## config.mk

```make
export PLATFORM = sky130hd
export DESIGN_NAME = ds2_device
export DESIGN_NICKNAME = d
export VERILOG_FILES = /design/src/rtl/ds2_pkg.sv /design/src/rtl/ds2_sync.sv /design/src/rtl/ds2_device.sv
export SDC_FILE = /design/constraint.sdc
export NUM_CORES = 1
export LEC_CHECK = 0
export BUFFER_PORTS_ARGS = -buffer_cell sky130_fd_sc_hd__buf_2
export CORE_UTILIZATION = 53
export CTS_BUF_LIST = sky130_fd_sc_hd__clkbuf_4
export DETAILED_ROUTE_END_ITERATION = 8
export PLACE_DENSITY_LB_ADDON = 0.12
export SETUP_SLACK_MARGIN = 0.3
export SYNTH_ARGS = -nofsm -noshare
export SYNTH_HDL_FRONTEND = slang
export SYNTH_HIERARCHICAL = 1
export SYNTH_SLANG_ARGS = --single-unit
```

## constraint.sdc

```tcl
create_clock -name clk -period 5.07 [get_ports clk]
set_input_delay 0.507 -clock clk [delete_from_list [all_inputs] [get_ports clk]]
set_output_delay 0.507 -clock clk [all_outputs]
set_load 0.05 [all_outputs]
```

## src/rtl/ds2_pkg.sv

```systemverilog
// Shared types and constants for the DS2 device-side protocol engine.
package ds2_pkg;

  typedef enum logic [2:0] {
    StIdle,
    StShift,
    StAckWait,
    StAckPulse,
    StHold
  } ds2_state_e;

  // Host command bytes (command byte 1)
  localparam logic [7:0] CmdStart  = 8'h01;
  localparam logic [7:0] CmdPoll   = 8'h42;
  localparam logic [7:0] CmdConfig = 8'h43;
  localparam logic [7:0] CmdMode   = 8'h44;

  // Device ID bytes (response byte 1)
  localparam logic [7:0] IdDigital = 8'h41;
  localparam logic [7:0] IdAnalog  = 8'h73;
  localparam logic [7:0] IdConfig  = 8'hF3;

  localparam logic [7:0] HdrByte = 8'h5A;

  localparam logic [3:0] LenDigital = 4'd5;
  localparam logic [3:0] LenAnalog  = 4'd9;

  // Response byte for a given frame position; sticks packed {ly, lx, ry, rx}.
  function automatic logic [7:0] resp_byte(input logic [3:0]  idx,
                                           input logic [7:0]  id,
                                           input logic        zero_data,
                                           input logic [15:0] btn_n,
                                           input logic [31:0] sticks);
    logic [7:0] b;
    case (idx)
      4'd0:    b = 8'hFF;
      4'd1:    b = id;
      4'd2:    b = HdrByte;
      4'd3:    b = btn_n[7:0];
      4'd4:    b = btn_n[15:8];
      4'd5:    b = sticks[7:0];
      4'd6:    b = sticks[15:8];
      4'd7:    b = sticks[23:16];
      4'd8:    b = sticks[31:24];
      default: b = 8'hFF;
    endcase
    if (zero_data && idx >= 4'd3 && idx <= 4'd8) b = 8'h00;
    return b;
  endfunction

endpackage

```

## src/rtl/ds2_sync.sv

```systemverilog
// Two-flop synchronizer with edge detect on the synchronized value.
module ds2_sync (
  input  logic clk,
  input  logic din,
  output logic q,
  output logic rise,
  output logic fall
);

  // [0],[1] synchronize, [2] holds the previous synchronized value.
  logic [2:0] sync_q;

  // Not reset on purpose: the chain keeps tracking the pin during rst so no
  // phantom edge appears when rst is released with the input already low.
  always_ff @(posedge clk) begin
    sync_q <= {sync_q[1:0], din};
  end

  assign q    = sync_q[1];
  assign rise = sync_q[1] & ~sync_q[2];
  assign fall = ~sync_q[1] & sync_q[2];

endmodule

```

## src/rtl/ds2_device.sv

```systemverilog
// DS2 (PlayStation 2 controller) device-side protocol engine.
// Optional config-mode support (commands 0x43/0x44) compiled in by defining
// DS2_DEVICE_CONFIG_EN; without it the mode follows the analog pin at ATT fall.
module ds2_device #(
  parameter int unsigned ACK_DELAY = 40,
  parameter int unsigned ACK_WIDTH = 100
) (
  input  logic        clk,
  input  logic        rst,
  input  logic        ds2_att,
  input  logic        ds2_clk,
  input  logic        ds2_cmd,
  output logic        ds2_dat,
  output logic        ds2_ack,
  input  logic        analog,
  input  logic [15:0] buttons,
  input  logic [7:0]  stick_rx,
  input  logic [7:0]  stick_ry,
  input  logic [7:0]  stick_lx,
  input  logic [7:0]  stick_ly,
  output logic [7:0]  rumble_small,
  output logic [7:0]  rumble_large,
  output logic        frame_done
);
  import ds2_pkg::*;

  logic att_s, att_rise, att_fall;
  logic sclk_s, clk_rise, clk_fall;
  logic cmd_s, cmd_rise, cmd_fall;

  ds2_sync u_sync_att (.clk(clk), .din(ds2_att), .q(att_s),  .rise(att_rise), .fall(att_fall));
  ds2_sync u_sync_clk (.clk(clk), .din(ds2_clk), .q(sclk_s), .rise(clk_rise), .fall(clk_fall));
  ds2_sync u_sync_cmd (.clk(clk), .din(ds2_cmd), .q(cmd_s),  .rise(cmd_rise), .fall(cmd_fall));

  logic unused_sync;
  assign unused_sync = att_s ^ sclk_s ^ cmd_rise ^ cmd_fall;

  ds2_state_e  state_q, state_d;
  logic [2:0]  bit_cnt_q, bit_cnt_d;
  logic [3:0]  byte_idx_q, byte_idx_d;
  logic [7:0]  tx_q, tx_d, rx_q, rx_d;
  logic [15:0] cnt_q, cnt_d;
  logic        dat_q, dat_d, ack_q, ack_d, done_q, done_d;
  logic [7:0]  cmd1_q, cmd1_d, cmd3_q, cmd3_d, cmd4_q, cmd4_d;
  logic [7:0]  rumble_small_q, rumble_small_d, rumble_large_q, rumble_large_d;
  logic [15:0] snap_btn_n_q, snap_btn_n_d;
  logic [31:0] snap_sticks_q, snap_sticks_d;
  logic        snap_analog_q, snap_analog_d, snap_cfg_q, snap_cfg_d;
`ifdef DS2_DEVICE_CONFIG_EN
  logic        cfg_q, cfg_d, mode_q, mode_d;
`endif

  logic [7:0] id_byte, resp_next, byte_val;
  logic [3:0] frame_len;
  logic       clk_edge;

  assign id_byte   = snap_cfg_q ? IdConfig : (snap_analog_q ? IdAnalog : IdDigital);
  assign frame_len = (snap_cfg_q | snap_analog_q) ? LenAnalog : LenDigital;
  assign resp_next = resp_byte(byte_idx_q + 4'd1, id_byte, snap_cfg_q, snap_btn_n_q,
                               snap_sticks_q);
  assign byte_val  = {cmd_s, rx_q[7:1]};
  assign clk_edge  = clk_rise | clk_fall;

  // Next-state: FSM, bit/byte shifting, ACK timing and end-of-frame updates.
  always_comb begin
    state_d        = state_q;
    bit_cnt_d      = bit_cnt_q;
    byte_idx_d     = byte_idx_q;
    tx_d           = tx_q;
    rx_d           = rx_q;
    cnt_d          = cnt_q;
    dat_d          = dat_q;
    ack_d          = ack_q;
    done_d         = 1'b0;
    cmd1_d         = cmd1_q;
    cmd3_d         = cmd3_q;
    cmd4_d         = cmd4_q;
    rumble_small_d = rumble_small_q;
    rumble_large_d = rumble_large_q;
    snap_btn_n_d   = snap_btn_n_q;
    snap_sticks_d  = snap_sticks_q;
    snap_analog_d  = snap_analog_q;
    snap_cfg_d     = snap_cfg_q;
`ifdef DS2_DEVICE_CONFIG_EN
    cfg_d          = cfg_q;
    mode_d         = mode_q;
`endif

    unique case (state_q)
      StIdle: begin
        dat_d = 1'b1;
        ack_d = 1'b1;
        if (att_fall) begin
          state_d       = StShift;
          bit_cnt_d     = '0;
          byte_idx_d    = '0;
          tx_d          = 8'hFF;
          dat_d         = 1'b1;
          cmd1_d        = '0;
          cmd3_d        = '0;
          cmd4_d        = '0;
          snap_btn_n_d  = ~buttons;
          snap_sticks_d = {stick_ly, stick_lx, stick_ry, stick_rx};
`ifdef DS2_DEVICE_CONFIG_EN
          snap_analog_d = mode_q;
          snap_cfg_d    = cfg_q;
`else
          snap_analog_d = analog;
          snap_cfg_d    = 1'b0;
`endif
        end
      end
      StShift, StAckWait, StAckPulse: begin
        // A host clock edge during the ACK phase starts the next byte early.
        if (state_q == StAckWait) begin
          if (clk_edge) begin
            state_d = StShift;
          end else if (cnt_q == 16'(ACK_DELAY - 1)) begin
            state_d = StAckPulse;
            ack_d   = 1'b0;
            cnt_d   = '0;
          end else begin
            cnt_d = cnt_q + 16'd1;
          end
        end else if (state_q == StAckPulse) begin
          if (clk_edge || cnt_q == 16'(ACK_WIDTH - 1)) begin
            state_d = StShift;
            ack_d   = 1'b1;
          end else begin
            cnt_d = cnt_q + 16'd1;
          end
        end

        if (clk_fall) dat_d = tx_q[0];
        if (clk_rise) begin
          rx_d      = byte_val;
          tx_d      = {1'b1, tx_q[7:1]};
          bit_cnt_d = bit_cnt_q + 3'd1;
          if (bit_cnt_q == 3'd7) begin
            if (byte_idx_q == 4'd1) cmd1_d = byte_val;
            if (byte_idx_q == 4'd3) cmd3_d = byte_val;
            if (byte_idx_q == 4'd4) cmd4_d = byte_val;
            if (byte_idx_q == frame_len - 4'd1) begin
              state_d = StHold;
              dat_d   = 1'b1;
              done_d  = 1'b1;
              if (cmd1_d == CmdPoll) begin
                rumble_small_d = cmd3_d;
                rumble_large_d = cmd4_d;
              end
`ifdef DS2_DEVICE_CONFIG_EN
              if (cmd1_d == CmdConfig) begin
                if (cmd3_d == 8'h01)      cfg_d = 1'b1;
                else if (cmd3_d == 8'h00) cfg_d = 1'b0;
              end
              if (cmd1_d == CmdMode && snap_cfg_q) begin
                if (cmd3_d == 8'h01)      mode_d = 1'b1;
                else if (cmd3_d == 8'h00) mode_d = 1'b0;
              end
`endif
            end else begin
              state_d    = StAckWait;
              byte_idx_d = byte_idx_q + 4'd1;
              tx_d       = resp_next;
              dat_d      = resp_next[0];
              cnt_d      = '0;
            end
          end
        end
      end
      StHold: begin
        dat_d = 1'b1;
        ack_d = 1'b1;
      end
      default: state_d = StIdle;
    endcase

    // ATT release ends any transfer; an unfinished frame leaves no side effects.
    if (state_q != StIdle && att_rise) begin
      state_d        = StIdle;
      dat_d          = 1'b1;
      ack_d          = 1'b1;
      done_d         = 1'b0;
      rumble_small_d = rumble_small_q;
      rumble_large_d = rumble_large_q;
`ifdef DS2_DEVICE_CONFIG_EN
      cfg_d          = cfg_q;
      mode_d         = mode_q;
`endif
    end
  end

  // State and output registers with synchronous reset.
  always_ff @(posedge clk) begin
    if (rst) begin
      state_q        <= StIdle;
      bit_cnt_q      <= '0;
      byte_idx_q     <= '0;
      tx_q           <= 8'hFF;
      rx_q           <= '0;
      cnt_q          <= '0;
      dat_q          <= 1'b1;
      ack_q          <= 1'b1;
      done_q         <= 1'b0;
      cmd1_q         <= '0;
      cmd3_q         <= '0;
      cmd4_q         <= '0;
      rumble_small_q <= '0;
      rumble_large_q <= '0;
      snap_btn_n_q   <= '1;
      snap_sticks_q  <= '0;
      snap_analog_q  <= 1'b0;
      snap_cfg_q     <= 1'b0;
`ifdef DS2_DEVICE_CONFIG_EN
      cfg_q          <= 1'b0;
      mode_q         <= analog;
`endif
    end else begin
      state_q        <= state_d;
      bit_cnt_q      <= bit_cnt_d;
      byte_idx_q     <= byte_idx_d;
      tx_q           <= tx_d;
      rx_q           <= rx_d;
      cnt_q          <= cnt_d;
      dat_q          <= dat_d;
      ack_q          <= ack_d;
      done_q         <= done_d;
      cmd1_q         <= cmd1_d;
      cmd3_q         <= cmd3_d;
      cmd4_q         <= cmd4_d;
      rumble_small_q <= rumble_small_d;
      rumble_large_q <= rumble_large_d;
      snap_btn_n_q   <= snap_btn_n_d;
      snap_sticks_q  <= snap_sticks_d;
      snap_analog_q  <= snap_analog_d;
      snap_cfg_q     <= snap_cfg_d;
`ifdef DS2_DEVICE_CONFIG_EN
      cfg_q          <= cfg_d;
      mode_q         <= mode_d;
`endif
    end
  end

  assign ds2_dat      = dat_q;
  assign ds2_ack      = ack_q;
  assign frame_done   = done_q;
  assign rumble_small = rumble_small_q;
  assign rumble_large = rumble_large_q;

endmodule

```

==> reports/metrics.yaml <==
outcome: "complete, no violations"
cts_num_sinks: 141
critPathKind: "reg2reg"
root_buffer: "clkbuf_4"
syn_nets: 835
slew_viol_final: 0
clock_latency_ps: 560
die_area_sq_um: 12740
grt_max_degree: 74
fin_nets: 874
final_cell_mix: "dfxtp_1 (141), nand2_1 (113), nor2_1 (99)"
drt_first_pass_iters: 8
io_pins: 73
pwr-share-comb: 0.064
cts_setup_buffers: 0
setup_ws_ps: 1498
vias_per_cell: 6.068
yosys_warnings: 6
vias: 5880
worstPathMaxFanout: 32
cts_resized: 0
diodes: 0
postSynthCellCount: 771
multi_input_area_sq_um: 3421
crit_arrival_ps: 4040
maxCapViolations: 0
initial_core_util: 0.5425
crit_family: "compound AO/OA/AOI/OAI gates"
gp_congestion: 0.9485
antenna_found_initial: 0
grt_pass1_vias: 5526
final_common_cell: "dfxtp_1"
core_sq_um: 12010
drtIter0Drc: 362
p_sw_w: 0.0005305
p_per_area_nw_per_um2: 288.7
power_frac_clock: 0.376
area.sequential_sq_um: 2823
grt_overflow: 0
cts_tree: "yes"
max_freq_mhz: 280.0
dieHeight_microns: 112.9
port_buffers: 72
period_share: 0.7045
power_switching_share: 0.2569
antenna_left: 0
hp-class: "in2reg"
setup_tns_ps: 0
clkTransAtPathRegs_ps: 120
hpwl_microns: 11050
grt_util_all_layers: 0.2688
p_leak_nw: 2.677
ir_worst_vdd_mv: 0.1373
setup_viol: 0
htreeDepth: 4
area_delta_synth_final_pct: 9.773
drc_errors: 0
tightest_slew_ps: 1108
crit_buf_inv: 1
crit_top_cell: "nor2_1"
avgRoutedWirePerCell_microns: 16.75
drive_above_1_share: 0.1594
worst_setup_path_start_kind: "register"
relSlewSlack: 0.2592
rsz0062_at_grt: "no"
hold_violations: 0
endpoint_kind: "register"
skew_ps: 17.95
cts_made_buffers: 17
rows: 40
pwr-share-seq: 0.560
totalWireLength_microns: 16230
fillers: 1105
synth.avg_cell_area_sq_um: 8.452
power.internal_w: 0.001534
mappedNetlistArea_sq_um: 6516
dieWidth_microns: 112.9
grt_pass1_wl_microns: 27120
path_cells: "nor2b_1, inv_2, nor2_1, o211ai_1, a211oi_4, nor2_1, a211oi_1"
required_ps: 5540
critPathMaxStageDelay_ps: 930
crit_slowest_cell: "a211oi_4"
place_ws_ps: 1548
clockBufferDepth: 2
fin_crit_ps: 3572
layout make-up:
| cell class | instances | area share |
|---|---|---|
| multi-input combinational | 566 | 0.4782 |
| sequential | 141 | 0.3946 |
| timing repair buffer | 76 | 0.05562 |
| tap | 147 | 0.02571 |
| clock inverter | 13 | 0.02274 |
| clock buffer | 18 | 0.01889 |
| inverter | 8 | 0.004198 |
power groups by stage:
stage                     logic [W]  registers (W)  clock network [W]
after CTS                  0.000131        0.00116           0.000794
after global routing       0.000146        0.00116           0.000842
final                      0.000132        0.00116           0.000777
after floorplan           0.0000931        0.00117                  0
after detailed placement   0.000129        0.00118                  0
after global placement     0.000126        0.00118                  0
worst reg2reg max path: cells and delay by family, from the launching register on:
| kind | cells | cell delay, ps |
|---|---|---|
| compound gates | 3 | 1560 |
| simple gates | 3 | 1460 |
| flops | 1 | 350 |
| buf+inv | 1 | 110 |
per-layer routing:
| layer | wire length [microns] | vias to the layer above | GRT usage | part of all wire |
|---|---|---|---|---|
| li1 | - | 2885 | - | - |
| met1 | 6915 | 2762 | 0.3287 | 0.43 |
| met2 | 8104 | 190 | 0.4584 | 0.50 |
| met3 | 713 | 43 | 0.05196 | 0.044 |
| met4 | 501 | 0 | 0.1246 | 0.031 |
| met5 | 0 | - | 0 | 0 |
state kept, by name (all words and copies together), names as in the netlist, 2 cells and up:
name and cells:
cmd1_q 8, state_q 3, rumble_small 8, rumble_large 8, u_sync_clk/sync_q 3, cmd3_q 8, cmd4_q 8, rx_q 7
bit_cnt_q 3, tx_q 8, snap_sticks_q 32, u_sync_att/sync_q 3, byte_idx_q 4, u_sync_cmd/sync_q 2, snap_btn_n_q 16, cnt_q 16
per-stage QoR:
stage	cell area (sq um)	hold WS, ps	utilization	std cells	total power [W]
floorplan	6516	309.6	-	771	0.001264
detailed placement	6835	316.1	0.5691	936	0.001311
CTS	7143	0.1510	0.5947	968	0.002082
global route	7153	1.394	0.5955	969	0.002149
finish	7153	46.20	0.5955	969	0.002065
global placement	6835	310.0	0.5691	936	0.001307
what timing repair did:
item                       4_1_cts  5_1_grt
setup endpoints to repair        0        0
hold endpoints to repair         1        1
hold buffers                     1        1
worst paths after layout:
check | start | endpoint | slack (ps) | cells after the start
setup reg to reg | u_sync_clk/sync_q[1] | rumble_large[4] | 1500 | 7
setup / recovery | u_sync_clk/sync_q[1] | rumble_large[4] | 1500 | 7
hold / removal | ds2_att | u_sync_att/sync_q[0] | 50 | 1
hold reg to reg | u_sync_cmd/sync_q[0] | u_sync_cmd/sync_q[1] | 340 | 0
(Power assumes the default switching activity.)
